==> src/rtl/mem_stage_pkg.sv <==
// Shared definitions for the memory-access stage: access sizes, FSM
// states and byte-lane helpers.
package mem_stage_pkg;

  localparam logic [1:0] SIZE_WORD = 2'b00;
  localparam logic [1:0] SIZE_HALF = 2'b01;
  localparam logic [1:0] SIZE_BYTE = 2'b10;

  typedef enum logic {
    IDLE = 1'b0,
    REQ  = 1'b1
  } state_t;

  // Byte enables for an access of the given size at the given byte offset.
  // The illegal size code falls into the word case.
  function automatic logic [3:0] be_mask(input logic [1:0] size,
                                         input logic [1:0] addr_lo);
    logic [3:0] m;
    case (size)
      SIZE_BYTE: m = 4'b0001 << addr_lo;
      SIZE_HALF: m = 4'b0011 << {addr_lo[1], 1'b0};
      default:   m = 4'b1111;
    endcase
    return m;
  endfunction

  // Natural alignment check; bytes are always aligned.
  function automatic logic addr_aligned(input logic [1:0] size,
                                        input logic [1:0] addr_lo);
    logic ok;
    case (size)
      SIZE_BYTE: ok = 1'b1;
      SIZE_HALF: ok = (addr_lo[0] == 1'b0);
      default:   ok = (addr_lo == 2'b00);
    endcase
    return ok;
  endfunction

endpackage

==> src/rtl/mem_load_align.sv <==
// Load data alignment: picks the addressed lane(s) out of a memory word
// and sign- or zero-extends the result to 32 bits.
module mem_load_align
  import mem_stage_pkg::*;
(
  input  logic [31:0] rdata,
  input  logic [1:0]  addr_lo,
  input  logic [1:0]  size,
  input  logic        is_unsigned,
  output logic [31:0] result
);

  logic [7:0]  byte_lane;
  logic [15:0] half_lane;

  // Lane selection, little-endian.
  always_comb begin
    byte_lane = rdata[7:0];
    case (addr_lo)
      2'd0: byte_lane = rdata[7:0];
      2'd1: byte_lane = rdata[15:8];
      2'd2: byte_lane = rdata[23:16];
      2'd3: byte_lane = rdata[31:24];
      default: byte_lane = rdata[7:0];
    endcase
    half_lane = addr_lo[1] ? rdata[31:16] : rdata[15:0];
  end

  // Extension to the full datapath width.
  always_comb begin
    result = rdata;
    case (size)
      SIZE_BYTE: result = is_unsigned ? {24'd0, byte_lane}
                                      : {{24{byte_lane[7]}}, byte_lane};
      SIZE_HALF: result = is_unsigned ? {16'd0, half_lane}
                                      : {{16{half_lane[15]}}, half_lane};
      default:   result = rdata;
    endcase
  end

endmodule

==> src/rtl/mem_stage.sv <==
// Memory-access pipeline stage. Issues word/half/byte loads and stores to
// the data memory over a req/ready handshake, stalls upstream while an
// access is outstanding and registers the MEM/WB boundary.
//
// state | meaning
// IDLE  | pass-through; an aligned memory op launches a request
// REQ   | request outstanding, EX/MEM held by stall until dmem_ready
module mem_stage
  import mem_stage_pkg::*;
#(
  parameter int DATA_W = 32
) (
  input  logic              Clk,
  input  logic              Rst,
  input  logic              MemRead_in,
  input  logic              MemWrite_in,
  input  logic              RegWrite_in,
  input  logic              MemToReg_in,
  input  logic              jal_in,
  input  logic [1:0]        Size_in,
  input  logic              Unsigned_in,
  input  logic [DATA_W-1:0] ALUResult_in,
  input  logic [DATA_W-1:0] ReadData2_in,
  input  logic [4:0]        WriteReg_in,
  output logic              dmem_req,
  output logic              dmem_we,
  output logic [DATA_W-1:0] dmem_addr,
  output logic [3:0]        dmem_be,
  output logic [DATA_W-1:0] dmem_wdata,
  input  logic              dmem_ready,
  input  logic [DATA_W-1:0] dmem_rdata,
  output logic              Stall_out,
  output logic              RegWrite_out,
  output logic              MemToReg_out,
  output logic              jal_out,
  output logic [DATA_W-1:0] ReadData_out,
  output logic [DATA_W-1:0] ALUResult_out,
  output logic [4:0]        WriteReg_out,
  output logic              Misaligned_out
);

  state_t      state;
  logic        mem_op;
  logic        aligned;
  logic        start;
  logic        misaligned;
  logic        is_store;
  logic [31:0] load_data;

  assign mem_op     = MemRead_in | MemWrite_in;
  assign is_store   = MemWrite_in;
  assign aligned    = addr_aligned(Size_in, ALUResult_in[1:0]);
  assign start      = (state == IDLE) && mem_op && aligned;
  assign misaligned = (state == IDLE) && mem_op && !aligned;

  // Upstream holds EX/MEM from the launch cycle until ready is seen.
  assign Stall_out  = start || ((state == REQ) && !dmem_ready);

  // Request side is driven straight from the held EX/MEM inputs, so it is
  // stable for as long as the stall keeps those inputs frozen.
  assign dmem_req   = (state == REQ);
  assign dmem_we    = (state == REQ) && is_store;
  assign dmem_addr  = {ALUResult_in[31:2], 2'b00};
  assign dmem_be    = be_mask(Size_in, ALUResult_in[1:0]);

  // Store data replicated across every lane the access may land in.
  always_comb begin
    dmem_wdata = ReadData2_in;
    case (Size_in)
      SIZE_BYTE: dmem_wdata = {4{ReadData2_in[7:0]}};
      SIZE_HALF: dmem_wdata = {2{ReadData2_in[15:0]}};
      default:   dmem_wdata = ReadData2_in;
    endcase
  end

  mem_load_align u_load_align (
    .rdata       (dmem_rdata),
    .addr_lo     (ALUResult_in[1:0]),
    .size        (Size_in),
    .is_unsigned (Unsigned_in),
    .result      (load_data)
  );

  // Sequencer and MEM/WB register. A bubble (RegWrite/Misaligned low,
  // everything else held) is emitted on every edge the stage is busy.
  always_ff @(posedge Clk or negedge Rst) begin
    if (!Rst) begin
      state          <= IDLE;
      RegWrite_out   <= 1'b0;
      MemToReg_out   <= 1'b0;
      jal_out        <= 1'b0;
      ReadData_out   <= '0;
      ALUResult_out  <= '0;
      WriteReg_out   <= '0;
      Misaligned_out <= 1'b0;
    end else begin
      case (state)
        IDLE: begin
          if (start) begin
            state          <= REQ;
            RegWrite_out   <= 1'b0;
            Misaligned_out <= 1'b0;
          end else begin
            // Non-memory op, or a faulting access that never reaches memory.
            RegWrite_out   <= RegWrite_in && !misaligned;
            Misaligned_out <= misaligned;
            MemToReg_out   <= MemToReg_in;
            jal_out        <= jal_in;
            ALUResult_out  <= ALUResult_in;
            WriteReg_out   <= WriteReg_in;
          end
        end
        REQ: begin
          if (dmem_ready) begin
            state          <= IDLE;
            RegWrite_out   <= RegWrite_in;
            Misaligned_out <= 1'b0;
            MemToReg_out   <= MemToReg_in;
            jal_out        <= jal_in;
            ALUResult_out  <= ALUResult_in;
            WriteReg_out   <= WriteReg_in;
            if (!is_store) begin
              ReadData_out <= load_data;
            end
          end else begin
            RegWrite_out   <= 1'b0;
            Misaligned_out <= 1'b0;
          end
        end
        default: begin
          state          <= IDLE;
          RegWrite_out   <= 1'b0;
          Misaligned_out <= 1'b0;
        end
      endcase
    end
  end

endmodule

==> config.mk <==
export PLATFORM = sky130hd
export DESIGN_NAME = mem_stage
export DESIGN_NICKNAME = d
export VERILOG_FILES = /design/src/rtl/mem_stage_pkg.sv /design/src/rtl/mem_load_align.sv /design/src/rtl/mem_stage.sv
export SDC_FILE = /design/constraint.sdc
export NUM_CORES = 1
export LEC_CHECK = 0
export ABC_AREA = 1
export CAP_MARGIN = 20
export CORE_MARGIN = 2
export CORE_UTILIZATION = 40
export DETAILED_ROUTE_END_ITERATION = 8
export GPL_ROUTABILITY_DRIVEN = 0
export PLACE_DENSITY = 0.95
export SLEW_MARGIN = 20
export SYNTH_ARGS = -nofsm -noshare
export SYNTH_HDL_FRONTEND = slang
export SYNTH_SLANG_ARGS = --single-unit
==> constraint.sdc <==
create_clock -name Clk -period 3.3 [get_ports Clk]
set_input_delay 0.66 -clock Clk [delete_from_list [all_inputs] [get_ports Clk]]
set_output_delay 0.66 -clock Clk [all_outputs]
set_load 0.1 [all_outputs]
# == After elaboration in Yosys (flattened, before gate mapping) ==
# Index checks and enable logic that the tools add are counted.
# op_classes
eq_ne,7
shift,2
n_mux,28
bitwise,4
reduce_logical,13
# op_table
operator,n
$pmux 32 s2,3
$mux 32,4
$pmux 8 s4,1
$mux 16,1
$pmux 1 s2,6
$mux 5,2
$pmux 5 s2,1
$mux 1,9
$pmux 4 s2,1
$eq 2x2->1 const B,3
$logic_and 1x1->1,6
$eq 2x1->1 const B,2
$ne 2x2->1 const B,2
$shl 1x2->4 const A,1
$shl 2x2->4 const A,1
$logic_not 1->1,3
$not 1->1,3
$reduce_and 3->1,1
$logic_not 2->1,1
$reduce_and 2->1,1
$logic_or 1x1->1,1
$or 1x1->1,1
# word_totals
regBits,74
inputBits,112
out_inout_bits,144
word_cells,62

# == Longest topological paths before layout ==
# Gate-level depths: netlist (run 1).
# depth
ltp_word,8
depth_mapped,10
ltp_nobuf,8

# == Cells and area by module ==
# From an unflattened synthesis (run 1), not the netlist that was laid out.
# hier_totals
cells_unflattened,657
hier_area_um2,5054.8
# modules_own_cells
mod,n_inst,cells_per_inst,area_per_inst_um2,seq_area_each_um2
mem_stage,1,460,4151.5,1851.8
mem_load_align,1,197,903.4,0.0

# == Worst setup path after synthesis (run 1) ==
# No wires, ideal clock.
# synth_path
kind,input -> output
start,in Size_in[0]
end,out dmem_wdata[21]
arrival_ns,3.563
required_time_ns,2.640
path_slack_ns,-0.923
stages,7
n_path_buf,2
path_cell_list,inv_1 > ha_1 > buf_4 > inv_4 > buf_2 > nand2_1 > o21ai_0
# synth_via
elab_chain_len,2
elab_cells_between_ends,3
cone_classes,eq/ne (2); mux (1)
# synth_lines
element,line,text
from (decl),mem_stage.sv:20,"input logic [1:0] Size_in,"
$eq 2x1->1 or $eq 2x2->1 (tied branches),mem_stage.sv:69,case (Size_in)
$pmux 32 s2 (*),mem_stage.sv:69,
to (decl),mem_stage.sv:29,"output logic [DATA_W-1:0] dmem_wdata,"
# Every way passes the cells marked *; elsewhere a longest branch is shown, timed or not.

# == Final worst setup path (run 1) ==
# layout_path
start,in Size_in[0]
end,out Stall_out
# layout_via
elab_chain_len,4
elab_cells_between_ends,5
cone_classes,eq/ne (2); mux (1); reduce/logical (2)
# layout_lines
element,line,text
$eq 2x1->1 or $eq 2x2->1 (tied branches),mem_stage_pkg.sv:31,case (size)
$pmux 1 s2 (*),mem_stage_pkg.sv:31,
$logic_and 1x1->1 (*),mem_stage.sv:53,assign start = (state == IDLE) && mem_op && aligned;
$logic_or 1x1->1 (*),mem_stage.sv:57,assign Stall_out = start || ((state == REQ) && !dmem_ready);
to (decl),mem_stage.sv:32,"output logic Stall_out,"
# Marked as above.

==> results of run 1 <==
-- timing repair --
action	4_1_cts	5_1_grt
setup endpoints to repair	0	2
resized for setup	0	4
hold endpoints to repair	0	0
hold buffers	0	0
-- where the power goes --
| part | total, mW | internal [mW] | switching, mW |
|---|---|---|---|
| registers | 1.38 | 1.21 | 0.177 |
| clock network | 0.839 | 0.502 | 0.337 |
| logic | 4.29 | 0.891 | 3.40 |
| total | 6.51 | 2.60 | 3.91 |
-- state kept, by name (all words and copies together) (netlist names) --
register	flops
dmem_req	1
RegWrite_out	1
Misaligned_out	1
ReadData_out	32
jal_out	1
MemToReg_out	1
WriteReg_out	5
ALUResult_out	32
-- worst max path at each step --
stage               startpoint              to  slack (ns)  cells after the start
CTS                 Size_in[0]  dmem_wdata[15]        0.06                      7
global placement    Size_in[0]  dmem_wdata[15]        0.11                      7
floorplan           Size_in[0]  dmem_wdata[21]       -0.17                      7
finish              Size_in[0]       Stall_out        0.09                      8
global route        Size_in[0]  dmem_wdata[25]        0.01                     10
detailed placement  Size_in[0]  dmem_wdata[15]        0.06                      7
-- metal layers --
layer / vias up / share of wire, % / global-route usage (%) / routed length, um
li1: 2130 / - / - / -
met1: 2004 / 36 / 27.1 / 5000
met2: 254 / 51 / 44.8 / 7020
met3: 35 / 10 / 7.36 / 1370
met4: 0 / 2.5 / 7.89 / 343
met5: - / 0 / 0 / 0
-- stage by stage --
stage / hold WS, ns / TNS, ns
final: 0.467 / 0
after global routing: 0.509 / 0
after CTS: 0.488 / 0
after detailed placement: 0.468 / 0
after global placement: 0.467 / 0
after floorplan: 0.364 / -0.167
-- synthesized netlist by cell type, drive strengths merged --
| master | count |
|---|---|
| a21oi | 74 |
| buf | 52 |
| clkbuf | 12 |
| conb | 1 |
| dfrtp | 74 |
| ha | 2 |
| inv | 67 |
| nand2 | 153 |
| nand3 | 7 |
| nor2 | 47 |
| nor3 | 1 |
| o211a | 1 |
| o211ai | 1 |
| o21ai | 51 |
| o21bai | 1 |
| o22ai | 9 |
-- critical path, delay by kind of cell --
kind	cells	cell delay, ns
adders and majority gates	1	0.37
buffers and inverters	5	1.02
AOI/OAI and AO/OA	2	0.48
-- cell type report --
type,count,share of cell area [%]
Tap cell,136,2.53
Inverter,67,3.77
Clock inverter,5,1.52
Multi-Input combinational cell,349,23.9
Timing Repair Buffer,261,38.8
Sequential cell,74,27.5
Clock buffer,11,1.95
-- layout by cell type, fill, tap and decap left out --
master / count
nand3_1: 7
nor3_1: 1
conb_1: 2
nor2_1: 45
o21bai_1: 1
bufinv_16: 3
inv_2: 1
o22ai_4: 1
ha_1: 2
a21oi_1: 72
nor2_2: 2
buf_4: 121
nand2_1: 151
clkinvlp_4: 1
clkinv_2: 1
o21ai_0: 30
inv_1: 65
clkdlybuf4s50_1: 110
o22ai_2: 1
o21ai_2: 11
clkbuf_8: 9
nand2_2: 2
clkbuf_1: 2
o211a_1: 1
dfrtp_1: 74
o21ai_1: 10
a21oi_2: 2
o211ai_1: 1
buf_12: 30
inv_4: 1
o22ai_1: 7
-- cells by family after synthesis --
| family | after synthesis |
|---|---|
| AO/OA/AOI/OAI | 137 |
| adder cells (fa/ha/maj) | 2 |
| buffers and inverters | 131 |
| flip-flops | 74 |
| other | 1 |
| AND/OR/NAND/NOR | 208 |
==> results by group, run 1 <==
Run status
  • Outcome: finished clean

Synth
  • Main combinational cell family by area after synthesis: simple AND/OR/NAND/NOR gates
  • Dominant cells by area after synthesis: dfrtp_1 45%, nand2_1 14%, a21oi_1 9.0%
  • Xor/xnor share of the synthesized area: 0%
  • Cells after Synth: 553
  • Syn. warnings: 0
  • Synth area leader: dfrtp_1
  • Mux cell area share after synthesis: 0%
  • Syn_area_per_cell: ~7.5 sq um
  • Compound-Gate Fraction of Synth Area: 18.4%
  • Number of synthesized register bits: 74
  • Post-synth top area share: 44.9%
  • Adder-cell share of the synthesized area: 0.607%
  • Cell area after synthesis: 4130 sq um
  • Sequential area share after synthesis: 44.9%
  • Synth cell types: 26
  • Synth Area in Simple Gates: 19.3%

Cells and area
  • P&R area growth vs syn: 63.1%
  • Post-layout util: 66.1%
  • Antenna cell count: 0
  • Final Net Count: approximately 900
  • Area of the multi-input gates: ~1600 sq um
  • # fillers: 792
  • Reg area: 1850 sq um
  • Cell Count, Final, Fillers Out: ~900
  • Layout cells sized above 1: 24.3%
  • Post-route cell area: 6730 sq um

Global routing
  • GRT Residual Overflow: 0
  • Antenna violations before repair: 0
  • First-pass GRT wire length: approximately 22000 um
  • GRT Total Usage: 24.5%
  • Number of global-route vias before repair: 4395
  • Largest net degree at the start of global routing: 75

Critical path
  • Startpoint types: input port
  • Crit Reg-Reg Endpoint: ALUResult_out[2]$_DFFE_PN0P_
  • Crit Path Class: input port to output pin
  • Worst-path cell chain: clkdlybuf4s50_1 > inv_1 > ha_1 > buf_12 > inv_4 > o21ai_2 > o22ai_2 > buf_12
  • Worst reg-to-reg path cell count: 5
  • Max incr delay on CP: about 0.48 ns
  • Critical-path top delay cell: clkdlybuf4s50_1
  • Most frequent CP cell: buf_12
  • R2r startpoint: dmem_req$_DFF_PN0_
  • Worst Path Required: ~2.6 ns
  • CP Capture Type: output pin
  • Critical path arrival: 2.55 ns
  • Reg2Reg Setup Slack: 1.65 ns
  • CP max FO: 27

STA
  • Max-slew headroom: between 30% and 40%
  • Fmax: ~310 MHz
  • Final count of negative-setup-slack endpoints: 0
  • Min cycle time layout: approximately 3.2 ns
  • Tightest Pin Transition: just over 0.9 ns
  • Final Max Slew Viols: 0
  • Final hold viol count: 0
  • RSZ-0062 raised after global routing: no
  • Clock Skews: around 0.010 ns
  • Fin worst setup slack: 0.0924 ns
  • Tcrit/Tclk final: 97.2%

Pwr
  • Pwr/cell area: 968 nW/um^2
  • Overall power: about 6.5 mW
  • Max IR drop VDD: approximately 0.0007 V
  • Pleak: 3.36 nW

Clock tree
  • Clock Sink Count: 74
  • Reg clk slew, reported paths: 0.07 ns
  • CTS tree: built
  • Cts bufs inserted: 9
  • H-Tree Depth: 3
  • Clk root buf: clkbuf_8
  • Clk buf depth: 2
  • Worst skew pair latency: 0.34 ns
  • Number of post-CTS setup repair buffers: 0

Detailed routing
  • Routed vias/inst: between 4 and 5
  • Drt wl/cell: 15.2 um
  • DR pass1 iterations: 8
  • Remaining DRCs: 0
  • Final ANT Viol Nets: 0
  • Detailed Route WL: around 14000 um
  • DR vias: 4423
  • DR iter-0 viols: 351

Floorplan
  • Chip Height: between 100 and 150 um
  • FP Rows: 37
  • IO Pins: 256
  • CORE AREA: 10200 sq um
  • Die Width: 106 um
  • Die area: 11100 sq um
  • Initial core utilization: between 40 and 50%

Placed design
  • Area post-placement: 6480 sq um
  • Place WS: roughly 0.065 ns
  • DP Wirelength: 10800 um
  • Inst Count DP: between 800 and 900
  • Port buffer count: 253

Run
  • Max_cap viols: 0

Hold path
  • Min-delay worst type: input port to async pin
(Power assumes the default switching activity.)
==> inputs of run 2 (changes only) <==
Settings changed: CORE_AREA set to 2 2 100 102, CORE_MARGIN 2 to unset, CORE_UTILIZATION 40 to unset, DIE_AREA set to 0 0 102 104, DONT_BUFFER_PORTS set to 1, PLACE_DENSITY 0.95 to unset.
==> run 2 against run 1 <==
Clock power increased by 12%. Design area decreased by 28%. Critical path type unchanged. Cell count decreased by 25%. Die area decreased by 4.8%. Critical endpoint is now dmem_wdata[26].
==> results by group, run 2 (synthesized netlist as in run 1, its figures left out) <==
STA
  • RSZ-0062 raised after global routing: no
  • Tightest Pin Transition: 0.982 ns
  • Final count of negative-setup-slack endpoints: 0
  • Setup_tns: 0 ns
  • Final hold viol count: 0
  • Max-slew headroom: between 30% and 40%
  • Tcrit/Tclk final: 83.2%
  • Fmax: 364 MHz
  • Clock Skews: around 0.0090 ns
  • Final Max Slew Viols: 0
  • Min cycle time layout: around 2.7 ns

Clock tree
  • Number of post-CTS setup repair buffers: 0
  • Clk buf depth: 2
  • H-Tree Depth: 3
  • CTS tree: built
  • Cts bufs inserted: 9
  • Reg clk slew, reported paths: 0.07 ns
  • Worst skew pair latency: about 0.36 ns
  • Clock Sink Count: 74
  • Clk root buf: clkbuf_8

Global routing
  • GRT Total Usage: ~22%
  • Largest net degree at the start of global routing: 80
  • First-pass GRT wire length: 18200 um
  • GRT Residual Overflow: 0
  • Antenna violations before repair: 0
  • Number of global-route vias before repair: 3493

Detailed routing
  • Drt wl/cell: approximately 17 um
  • Final ANT Viol Nets: 0
  • DR iter-0 viols: between 200 and 300
  • DR vias: 3443
  • Routed vias/inst: 5.09
  • Detailed Route WL: between 10000 and 15000 um
  • Remaining DRCs: 0
  • DR pass1 iterations: 4

Cells and area
  • Most frequent cells in the layout: 152 x nand2_1, 74 x dfrtp_1, 74 x a21oi_1
  • Antenna cell count: 0
  • Final Net Count: 652
  • P&R area growth vs syn: 17.2%
  • Layout cells sized above 1: 14.2%
  • # fillers: 922
  • Commonest non-fill, non-tap cell in the layout: nand2_1
  • Largest regs: ALUResult_out: 32 flops, ReadData_out: 32 flops, WriteReg_out: 5 flops
  • Cell Count, Final, Fillers Out: 676

Hold path
  • Min-delay worst type: input port to async pin

Critical path
  • CP max FO: 8
  • Setup crit start: Size_in[0]
  • Max incr delay on CP: 0.50 ns
  • CP delay by family, top: simple AND/OR/NAND/NOR gates
  • CP bufs+invs: 2
  • Critical path arrival: 2.09 ns
  • Worst Path Required: 2.64 ns
  • Critical-path top delay cell: nor2_1
  • Worst-path cell chain: inv_1 > ha_1 > nor2_1 > a21oi_1 > nand2_1 > buf_12
  • Crit Path Class: input port to output pin
  • Startpoint types: input port
  • Reg2Reg Setup Slack: approximately 0.92 ns
  • CP Capture Type: output pin
  • R2r startpoint: dmem_req$_DFF_PN0_

Pwr
  • Max IR drop VDD: between 0.0005 and 0.0006 V
  • Clock share of power: 16.5%
  • Net Switching: 3.59 mW
  • Pwr/cell area: 1180 nW/um^2
  • Cell internal pwr: 2.13 mW
  • Combinational Power Share: 19.7%
  • Pleak: about 2.4 nW
  • Sw Share: a little over three fifths
  • Seq pwr share: between 60% and 70%

Floorplan
  • Die Width: 102 um
  • IO Pins: between 200 and 300
  • CORE AREA: 9550 sq um
  • Initial core utilization: 43.2%
  • Die area: between 10000 and 15000 sq um
  • Chip Height: 104 um
  • FP Rows: 36

Placed design
  • Inst Count DP: 659
  • DP Wirelength: 8830 um
  • Port buffer count: 0

Run
  • Max_cap viols: 0

Run status
  • Outcome: finished clean
[run 2: cell types whose count changed in the layout (fill, tap and decap cells not counted), sizes merged]
cell / delta
buf: -114
bufinv: +1
clkdlybuf4s50: -110
clkinvlp: -1
[run 2: worst register-to-register path: stages, from the launching register on]
cell and delay (ns):
dfrtp_1 0.33, buf_4 0.30, inv_1 0.19, nor2_1 0.12, nand2_1 0.05, buf_4 0.24
inv_1 0.56, buf_4 0.31, nor2_1 0.06, a21oi_1 0.15
[run 2: final timing paths]
check                                                end  cells after the start
setup / recovery                          dmem_wdata[26]                      6
hold / removal             ALUResult_out[26]$_DFFE_PN0P_                      1
setup reg to reg             ReadData_out[7]$_DFFE_PN0P_                      9
hold reg to reg                   RegWrite_out$_DFF_PN0_                      3
max in group asynchronous   ReadData_out[24]$_DFFE_PN0P_                      1
min in group Clk            ALUResult_out[9]$_DFFE_PN0P_                      2
[run 2: stage by stage]
step                      worst slack (ns)  hold WS (ns)  cell area, sq um  power [mW]  utilization [%]
after floorplan                     -0.167         0.364              4140        4.62                -
after global placement               0.617         0.366              4540        4.76             47.5
after detailed placement             0.560         0.366              4540        4.78             47.5
after CTS                            0.561         0.197              4830        5.75             50.6
after global routing                 0.404         0.200              4830        5.92             50.6
final                                0.555         0.193              4830        5.72             50.6
[run 2: power groups by stage]
stage / Clock [mW] / Combinational [mW] / Sequential (mW)
floorplan: 0 / 1.02 / 3.60
detailed placement: 0 / 1.11 / 3.67
CTS: 0.963 / 1.14 / 3.65
global placement: 0 / 1.09 / 3.67
global route: 0.997 / 1.24 / 3.69
finish: 0.943 / 1.13 / 3.65
[run 2: per-layer routing]
metal	global-route usage, %	part of all wire [%]
met5	0	0
met4	9.81	3.5
met3	10.3	14
met2	36.9	48
met1	23.7	34
[run 2: layout make-up]
type                            instances  area (sq um)  area share (%)
Timing Repair Buffer                   37           668            13.8
Tap cell                              133           166            3.44
Clock inverter                          5           125            2.59
Sequential cell                        74          1850            38.3
Inverter                               67           254            5.25
Multi-Input combinational cell        349          1630            33.7
Clock buffer                           11           141            2.93
[run 2: what timing repair did]
item	CTS	global route
resized for setup	0	0
hold endpoints to repair	74	0
hold buffers	1	0
==> inputs of run 3 (changes only) <==
Clock period 3.3 ns to 2.7 ns, I/O delays scaled along.
==> run 3 against run 2 <==
Hold slack lost 0.12 ns. Clock-buffer cell count up 3. Non-clock buffer count stayed put. First-iteration DRC count down 17%. Critical endpoint is now dmem_wdata[23]. Largest cell class unchanged.
==> results by group, run 3 (synthesized netlist as in run 1, its figures left out) <==
Cells and area
  • Final Net Count: 652
  • Antenna cell count: 0
  • Most frequent cells in the layout: 152 x nand2_1, 74 x dfrtp_1, 74 x a21oi_1
  • Layout cells sized above 1: around 14%
  • # fillers: 936
  • Cell Count, Final, Fillers Out: 676
  • Largest regs: ALUResult_out: 32 flops, ReadData_out: 32 flops, WriteReg_out: 5 flops
  • Post-route cell area: roughly 4800 sq um
  • Commonest non-fill, non-tap cell in the layout: nand2_1
  • P&R area growth vs syn: 16.0%

STA
  • Final count of negative-setup-slack endpoints: 0
  • Setup_tns: 0 ns
  • Final Max Slew Viols: 0
  • Final hold viol count: 0
  • Clock Skews: 0.0111 ns
  • Max-slew headroom: 32.1%
  • Hold_ws: between 0.07 and 0.08 ns
  • Tightest Pin Transition: a little over 1 ns
  • Min cycle time layout: 2.50 ns
  • RSZ-0062 raised after global routing: no
  • Fmax: 400 MHz
  • Tcrit/Tclk final: 92.7%

Detailed routing
  • Routed vias/inst: 5.08
  • DR iter-0 viols: 225
  • Detailed Route WL: 11900 um
  • Remaining DRCs: 0
  • DR pass1 iterations: 6
  • Drt wl/cell: 17.7 um
  • Final ANT Viol Nets: 0
  • DR vias: between 3000 and 4000

Floorplan
  • IO Pins: 256
  • Die Width: between 100 and 150 um
  • FP Rows: 36
  • Initial core utilization: 43.2%
  • Die area: 10600 sq um
  • CORE AREA: 9550 sq um
  • Chip Height: approximately 100 um

Clock tree
  • Cts bufs inserted: 9
  • Reg clk slew, reported paths: 0.08 ns
  • CTS tree: built
  • H-Tree Depth: 3
  • Clk buf depth: 2
  • Worst skew pair latency: 0.35 ns
  • Clk root buf: clkbuf_8
  • Resized cells post-CTS: 0
  • Clock Sink Count: 74

Pwr
  • Pwr/cell area: roughly 1400 nW/um^2
  • Pleak: 2.39 nW
  • Max IR drop VDD: 0.000642 V
  • Overall power: 6.71 mW

Global routing
  • First-pass GRT wire length: 18200 um
  • Number of global-route vias before repair: ~3300
  • Antenna violations before repair: 0
  • GRT Total Usage: 22.4%
  • Largest net degree at the start of global routing: 75
  • GRT Residual Overflow: 0

Critical path
  • Worst Path Required: 2.16 ns
  • CP Capture Type: output pin
  • Critical path arrival: 1.96 ns
  • CP max FO: 8
  • Startpoint types: input port
  • Worst reg-to-reg path cell count: 6
  • Crit Path Class: input port to output pin

Placed design
  • Area post-placement: between 4000 and 5000 sq um
  • DP Wirelength: 9180 um
  • Port buffer count: 0
  • Inst Count DP: 659

Run
  • Max_cap viols: 0

Hold path
  • Min-delay worst type: input port to async pin

Run status
  • Outcome: finished clean
-- run 3: timing repair --
| item | in CTS | in global routing |
|---|---|---|
| buffers inserted | 0 | 0 |
| hold buffers | 1 | 0 |
| hold endpoints to repair | 74 | 0 |
-- run 3: layout make-up --
| cell class | count | area [sq um] | share of cell area, % |
|---|---|---|---|
| multi-input cells | 349 | 1650 | 34.4 |
| repair buffers | 37 | 656 | 13.7 |
| flip-flops and latches | 74 | 1850 | 38.7 |
| well taps | 133 | 166 | 3.48 |
| clock buffers | 14 | 163 | 3.40 |
| inverters | 67 | 267 | 5.57 |
| clock inverters | 2 | 35.0 | 0.732 |
-- run 3: worst paths after layout --
path,start,to,slack [ns]
setup / recovery,Size_in[1],dmem_wdata[23],0.20
hold / removal,Rst,ReadData_out[4]$_DFFE_PN0P_,0.07
setup reg to reg,dmem_req$_DFF_PN0_,ALUResult_out[21]$_DFFE_PN0P_,0.74
hold reg to reg,dmem_req$_DFF_PN0_,RegWrite_out$_DFF_PN0_,0.73
max in group asynchronous,Rst,ALUResult_out[19]$_DFFE_PN0P_,2.32
min in group Clk,ALUResult_in[15],ALUResult_out[15]$_DFFE_PN0P_,0.32
-- run 3: through the flow --
step           util (%)  worst slack, ns
5_1_grt            50.1           0.0798
4_1_cts            50.1            0.176
3_5_place_dp       47.7            0.180
2_1_floorplan         -           -0.437
6_report           50.1            0.198
3_3_place_gp       47.7            0.222
-- run 3: worst max-delay path, cell delays in order --
cell and delay [ns]:
inv_1 0.02, ha_1 0.21, nor2_1 0.79, o21ai_2 0.18, buf_12 0.21
-- run 3: routing by layer --
metal / GRT usage [%] / share of wire [%]
met5: 0 / 0
met4: 7.62 / 2.0
met1: 25.3 / 34
met2: 37.0 / 49
met3: 10.6 / 14
-- run 3: power breakdown --
part / switching (mW) / internal [mW] / leakage (nW) / total (mW)
Clock: 0.393 / 0.478 / 0.101 / 0.871
Sequential: 3.04 / 1.41 / 0.872 / 4.45
Combinational: 0.928 / 0.461 / 1.41 / 1.39
Total: 4.36 / 2.35 / 2.39 / 6.71
